`config.mk`:
```
export PLATFORM = sky130hd
export DESIGN_NAME = gray_ptr_rx
export DESIGN_NICKNAME = d
export VERILOG_FILES = /design/src/rtl/gray_ptr_rx_pkg.sv /design/src/rtl/gray_ptr_rx_sync.sv /design/src/rtl/gray_ptr_rx.sv
export SDC_FILE = /design/constraint.sdc
export NUM_CORES = 1
export LEC_CHECK = 0
export CORE_UTILIZATION = 49
export DETAILED_ROUTE_END_ITERATION = 10
export GPL_ROUTABILITY_DRIVEN = 0
export GPL_TIMING_DRIVEN = 0
export PLACE_DENSITY_LB_ADDON = 0.05
export SYNTH_ARGS = -nofsm -noshare
export SYNTH_HDL_FRONTEND = slang
export SYNTH_SLANG_ARGS = --single-unit
```
`constraint.sdc`:
```
create_clock -name clk -period 3.4 [get_ports clk]
set_input_delay 0.68 -clock clk [delete_from_list [all_inputs] [get_ports clk]]
set_output_delay 0.68 -clock clk [all_outputs]
set_load 0.05 [all_outputs]
```
`src/rtl/gray_ptr_rx_pkg.sv`:
```
// gray_ptr_rx_pkg
// Shared constants and helpers for the Gray-pointer receive path.
// Holds the default word width, the legal width and synchroniser-depth
// bounds, and the Gray-to-binary and popcount functions. Both functions
// work on a 16-bit word (the widest legal pointer); narrower callers
// zero-extend their operand first, which leaves the upper result bits zero.
package gray_ptr_rx_pkg;

  localparam int GRAY_DEFAULT_WIDTH  = 4;
  localparam int GRAY_MIN_WIDTH      = 2;
  localparam int GRAY_MAX_WIDTH      = 16;

  localparam int SYNC_DEFAULT_STAGES = 2;
  localparam int SYNC_MIN_STAGES     = 2;
  localparam int SYNC_MAX_STAGES     = 4;

  // Each binary bit is the XOR of its Gray bit and every Gray bit above it.
  function automatic logic [15:0] gray_to_bin(input logic [15:0] g);
    logic [15:0] b;
    b[15] = g[15];
    for (int i = 14; i >= 0; i--) begin
      b[i] = b[i+1] ^ g[i];
    end
    return b;
  endfunction

  function automatic logic [4:0] popcount16(input logic [15:0] v);
    logic [4:0] cnt;
    cnt = '0;
    for (int i = 0; i < 16; i++) begin
      cnt = cnt + {4'b0000, v[i]};
    end
    return cnt;
  endfunction

endpackage

```
`src/rtl/gray_ptr_rx_sync.sv`:
```
// gray_sync
// Multi-flop synchroniser for a Gray-coded word arriving from another
// clock domain. Only the last stage may be consumed by downstream logic.
// Ports:
//   clk    - receive clock, rising edge
//   resetn - asynchronous active-low reset, clears every stage
//   d      - Gray word, possibly asynchronous to clk
//   q      - synchronised Gray word (last stage)
module gray_sync
  import gray_ptr_rx_pkg::*;
#(
  parameter int WIDTH  = GRAY_DEFAULT_WIDTH,
  parameter int STAGES = SYNC_DEFAULT_STAGES
) (
  input  logic             clk,
  input  logic             resetn,
  input  logic [WIDTH-1:0] d,
  output logic [WIDTH-1:0] q
);

  if (STAGES < SYNC_MIN_STAGES || STAGES > SYNC_MAX_STAGES) begin : g_bad_stages
    $error("gray_sync: STAGES out of legal range");
  end

  logic [WIDTH-1:0] sync_q [STAGES];

  // Shift the incoming word through the chain; reset clears every stage so
  // the output starts at the legal Gray code zero.
  always_ff @(posedge clk or negedge resetn) begin
    if (!resetn) begin
      for (int i = 0; i < STAGES; i++) begin
        sync_q[i] <= '0;
      end
    end else begin
      sync_q[0] <= d;
      for (int i = 1; i < STAGES; i++) begin
        sync_q[i] <= sync_q[i-1];
      end
    end
  end

  assign q = sync_q[STAGES-1];

endmodule

```
`src/rtl/gray_ptr_rx.sv`:
```
// gray_ptr_rx
// Receives a Gray-coded pointer from an upstream Gray counter, synchronises
// it, decodes it to binary and classifies each change as a legal forward
// step (advance pulse, counted) or an illegal transition (sticky err).
// Ports:
//   clk     - receive clock, rising edge
//   resetn  - asynchronous active-low reset
//   gray_in - Gray-coded count, may be asynchronous to clk
//   clr_err - synchronous clear of err (a fault in the same cycle wins)
//   bin_out - registered binary decode of the synchronised value
//   advance - one-cycle pulse when bin_out steps forward by exactly one
//   err     - sticky illegal-transition flag
//   adv_cnt - saturating count of advance pulses
module gray_ptr_rx
  import gray_ptr_rx_pkg::*;
#(
  parameter int DATA_WIDTH  = GRAY_DEFAULT_WIDTH,
  parameter int SYNC_STAGES = SYNC_DEFAULT_STAGES
) (
  input  logic                  clk,
  input  logic                  resetn,
  input  logic [DATA_WIDTH-1:0] gray_in,
  input  logic                  clr_err,
  output logic [DATA_WIDTH-1:0] bin_out,
  output logic                  advance,
  output logic                  err,
  output logic [7:0]            adv_cnt
);

  if (DATA_WIDTH < GRAY_MIN_WIDTH || DATA_WIDTH > GRAY_MAX_WIDTH) begin : g_bad_width
    $error("gray_ptr_rx: DATA_WIDTH out of legal range");
  end

  localparam logic [DATA_WIDTH-1:0] STEP_ONE = {{(DATA_WIDTH-1){1'b0}}, 1'b1};

  logic [DATA_WIDTH-1:0] sync_last;
  logic [DATA_WIDTH-1:0] prev_gray_q;
  logic [15:0]           last_wide;
  logic [15:0]           flip_wide;
  logic [15:0]           dec_wide_unused_hi;
  logic [DATA_WIDTH-1:0] decoded_bin;
  logic [DATA_WIDTH-1:0] step;
  logic [4:0]            flips;
  logic                  step_one;
  logic                  set_err;

  gray_sync #(
    .WIDTH  (DATA_WIDTH),
    .STAGES (SYNC_STAGES)
  ) u_sync (
    .clk    (clk),
    .resetn (resetn),
    .d      (gray_in),
    .q      (sync_last)
  );

  // Widen to the package helper width; only the low DATA_WIDTH bits of the
  // decode carry information, the upper bits are always zero.
  always_comb begin
    last_wide = '0;
    flip_wide = '0;
    last_wide[DATA_WIDTH-1:0] = sync_last;
    flip_wide[DATA_WIDTH-1:0] = sync_last ^ prev_gray_q;
    dec_wide_unused_hi = gray_to_bin(last_wide);
    decoded_bin = dec_wide_unused_hi[DATA_WIDTH-1:0];
    flips = popcount16(flip_wide);
  end

  // Modular distance from the current output; wrap from all-ones to zero
  // naturally yields one. Anything other than zero or one is a fault, as is
  // a change touching more than one Gray bit.
  always_comb begin
    step     = decoded_bin - bin_out;
    step_one = (step == STEP_ONE);
    set_err  = ((step != '0) && !step_one) || (flips > 5'd1);
  end

  // Decode, pulse and error registers; a fault in the same cycle as clr_err
  // keeps err set.
  always_ff @(posedge clk or negedge resetn) begin
    if (!resetn) begin
      prev_gray_q <= '0;
      bin_out     <= '0;
      advance     <= 1'b0;
      err         <= 1'b0;
    end else begin
      prev_gray_q <= sync_last;
      bin_out     <= decoded_bin;
      advance     <= step_one;
      err         <= set_err | (err & ~clr_err);
    end
  end

  // Advance counter sticks at its maximum instead of wrapping.
  always_ff @(posedge clk or negedge resetn) begin
    if (!resetn) begin
      adv_cnt <= 8'd0;
    end else if (step_one && (adv_cnt != 8'hFF)) begin
      adv_cnt <= adv_cnt + 8'd1;
    end
  end

endmodule

```
==> impl_metrics.csv <==
group,metric,value,unit
status,status,"finished, final reports clean",
synthesis,avgSynthCellArea,13.4,sq um
global_routing,overflow,0,
worst_hold_path,hold_class,"flop to flop",
sta,maxSlewHeadroom,0.276,
floorplanning,num_rows,16,
sta,layout_min_cycle_time,3110,ps
clock_tree,cts_resized,0,
sta,fin_skew,6.59,ps
sta,final.setup.tns,0,ps
clock_tree,cts.clk_slew.worst_paths,140,ps
setup_path,crit_type,"flop to flop",
finish,mostFrequentLayoutCell,"dfrtp_1",
clock_tree,clock-sinks,25,
finish,layout_common_cells,"dfrtp_1, clkdlybuf4s50_1, xor2_1, inv_1, nand2_1",
floorplanning,die_area,2380,sq um
sta,grt_setup_unrepaired,"no",
finish,area_delta_synth_final,24.6,%
pwr,totalPowerFinal,0.000873,W
setup_path,crit_slowest_cell,"or4_1",
finish,fillers,161,
floorplanning,die_x,48.8,um
global_routing,grt_pass1_vias,702,
pwr,power.density,654,nW/um^2
synthesis,synth_seq_cells,25,
synthesis,async_flop_share,1.00,
clock_tree,clock_latency,310,ps
synthesis,synth_edf_count,0,
setup_path,crit_arrival,3330,ps
finish,n_antenna_cell,0,
synthesis,syn_area,1070,sq um
clock_tree,tritoncts,"done",
routing,remaining_drc_errors,0,
sta,final_hold_viol_count,0,
clock_tree,root_buffer,"clkbuf_4",
routing,post_drt_via_cell_ratio,5.15,
synthesis,ys_seq_area_frac,0.584,
routing,post_drt_wl_per_cell,13.3,um
setup_path,critPathMaxStageDelay,510,ps
routing,dr.pass1.iters,4,
setup_path,crit_path_end_kind,"flop",
floorplanning,start_util,0.535,
synthesis,ys.flop_type,"dfrtp_1",
setup_path,crit_path_frequent_cell,"xor2_1",
clock_tree,clockBufferDepth,2,
clock_tree,cts_made_buffers,3,
flow_run,maxCapViolCount,0,
routing,drtIter0Drc,15,
synthesis,ys_warn_count,0,
finish,finalNetCount,118,
placed_design,dp_hpwl,1360,um
finish,fin_util,0.667,
routing,drtAntennaViolNets,0,
synthesis,synthDominantCellAreaShare,0.584,
pwr,vdd_drop_max,0.521,mV
floorplanning,die_y,48.8,um
setup_path,critPathRequiredTime,3610,ps
global_routing,antenna_found_initial,0,
synthesis,netlist-cell-type-count,27,
global_routing,grt_max_degree,26,
global_routing,grt_pass1_wl,3030,um
sta,timing_max_transition_violations_final,0,
synthesis,syn_inst,80,
clock_tree,hold_buffers,0,
setup_path,start_kind,"flop",
sta,tightestPinTransition,1080,ps
floorplanning,coreArea,2000,sq um
clock_tree,cts_setup_buffers,0,
pwr,p_leak,0.588,nW
placed_design,io_buffers,20,
clock_tree,htree_levels,1,
routing,vias,674,
synthesis,synthTopCellsByArea,"dfrtp_1, xor2_1, ha_1",
synthesis,yosys.area.top_type,"dfrtp_1",
sta,setup_viol,0,
setup_path,cp_cell_sequence,"xor2_1 > xnor2_1 > xor2_1 > ha_1 > fa_1 > xor2_1 > nand2_1 > or4_1 > nor2_1 > mux2_1",
setup_path,r2r_slack,290,ps
global_routing,grt_util_all_layers,0.174,
floorplanning,io_pins,21,
routing,drt_wl_total,1740,um
finish,drive_gt1_frac,0.0962,
sta,fin_crit_sh,0.916,
setup_path,cp_max_fo,4,
sta,fmax,321,MHz
synthesis,syn_nets,93,
[layer usage]
layer | global-route usage | vias to the layer above | share of wire
met3 | 0.0377 | 2 | 0.029
met1 | 0.202 | 337 | 0.44
met2 | 0.308 | 16 | 0.52
met5 | 0 | - | 0
met4 | 0.0735 | 0 | 0.0080
li1 | - | 319 | -
[state kept, by name, indices dropped and copies added, names as in the netlist]
signal         count
adv_cnt            8
bin_out            4
u_sync.q           4
u_sync.sync_q      4
prev_gray_q        3
advance            1
err                1
[synthesized netlist by cell type (2+ instances only)]
library cell	count
xor2_1	10
nand3_1	3
ha_1	4
fa_1	2
nand2_1	5
dfrtp_1	25
nor2_1	3
inv_1	5
or4_1	2
xnor2_1	3
nor3_1	2
[path summary, 6_finish.rpt]
kind,cells past startpoint,end,start
setup / recovery,10,adv_cnt[7]$_DFFE_PN0P_,u_sync.q[3]$_DFF_PN0_
hold reg to reg,0,u_sync.q[2]$_DFF_PN0_,u_sync.sync_q[6]$_DFF_PN0_
max in group asynchronous,1,bin_out[3]$_DFF_PN0_,resetn
hold / removal,0,u_sync.q[2]$_DFF_PN0_,u_sync.sync_q[6]$_DFF_PN0_
min in group asynchronous,1,adv_cnt[7]$_DFFE_PN0P_,resetn
setup reg to reg,10,adv_cnt[7]$_DFFE_PN0P_,u_sync.q[3]$_DFF_PN0_
[cell type report]
| cell class | instances | area (sq um) | area share |
|---|---|---|---|
| sequential | 25 | 626 | 0.469 |
| multi-input combinational | 49 | 419 | 0.314 |
| timing repair buffer | 20 | 200 | 0.150 |
| tap | 27 | 33.8 | 0.0253 |
| clock buffer | 3 | 22.5 | 0.0169 |
| inverter | 5 | 18.8 | 0.0141 |
| clock inverter | 1 | 7.51 | 0.00562 |
| buffer | 1 | 7.51 | 0.00562 |
[report_power, final]
| part | switching (W) | total [W] | internal [W] |
|---|---|---|---|
| Sequential | 0.0000453 | 0.000382 | 0.000337 |
| Combinational | 0.000225 | 0.000359 | 0.000134 |
| Clock | 0.0000869 | 0.000132 | 0.0000448 |
[through the flow]
stage / setup WS, ps / hold WS, ps / instances / cell area (sq um)
6_report: 286 / 370 / 131 / 1340
5_1_grt: 66.8 / 384 / 131 / 1340
4_1_cts: 259 / 377 / 131 / 1340
3_5_place_dp: 283 / 346 / 127 / 1310
3_3_place_gp: 301 / 331 / 127 / 1310
2_1_floorplan: 499 / 331 / 80 / 1070
[critical path, delay by kind of cell (launching register included)]
family	cells	cell delay (ps)
and+or+nand+nor	3	750
DFF	1	440
muxes	1	330
xor gates and xnor gates	4	900
adders and majority gates	2	620
[cells by family (layout without fill, tap and decap cells)]
| logic type | count (synthesis) | after routing | share of synthesized area |
|---|---|---|---|
| AND/OR/NAND/NOR | 23 | 23 | 0.122 |
| AO/OA/AOI/OAI | 3 | 3 | 0.0292 |
| XOR/XNOR | 14 | 14 | 0.122 |
| flip-flops | 25 | 25 | 0.584 |
| buffers and inverters | 6 | 30 | 0.0245 |
| adder cells (fa/ha/maj) | 6 | 6 | 0.0841 |
| multiplexers | 3 | 3 | 0.0350 |
Note: power is estimated with default switching activity, not from simulation.
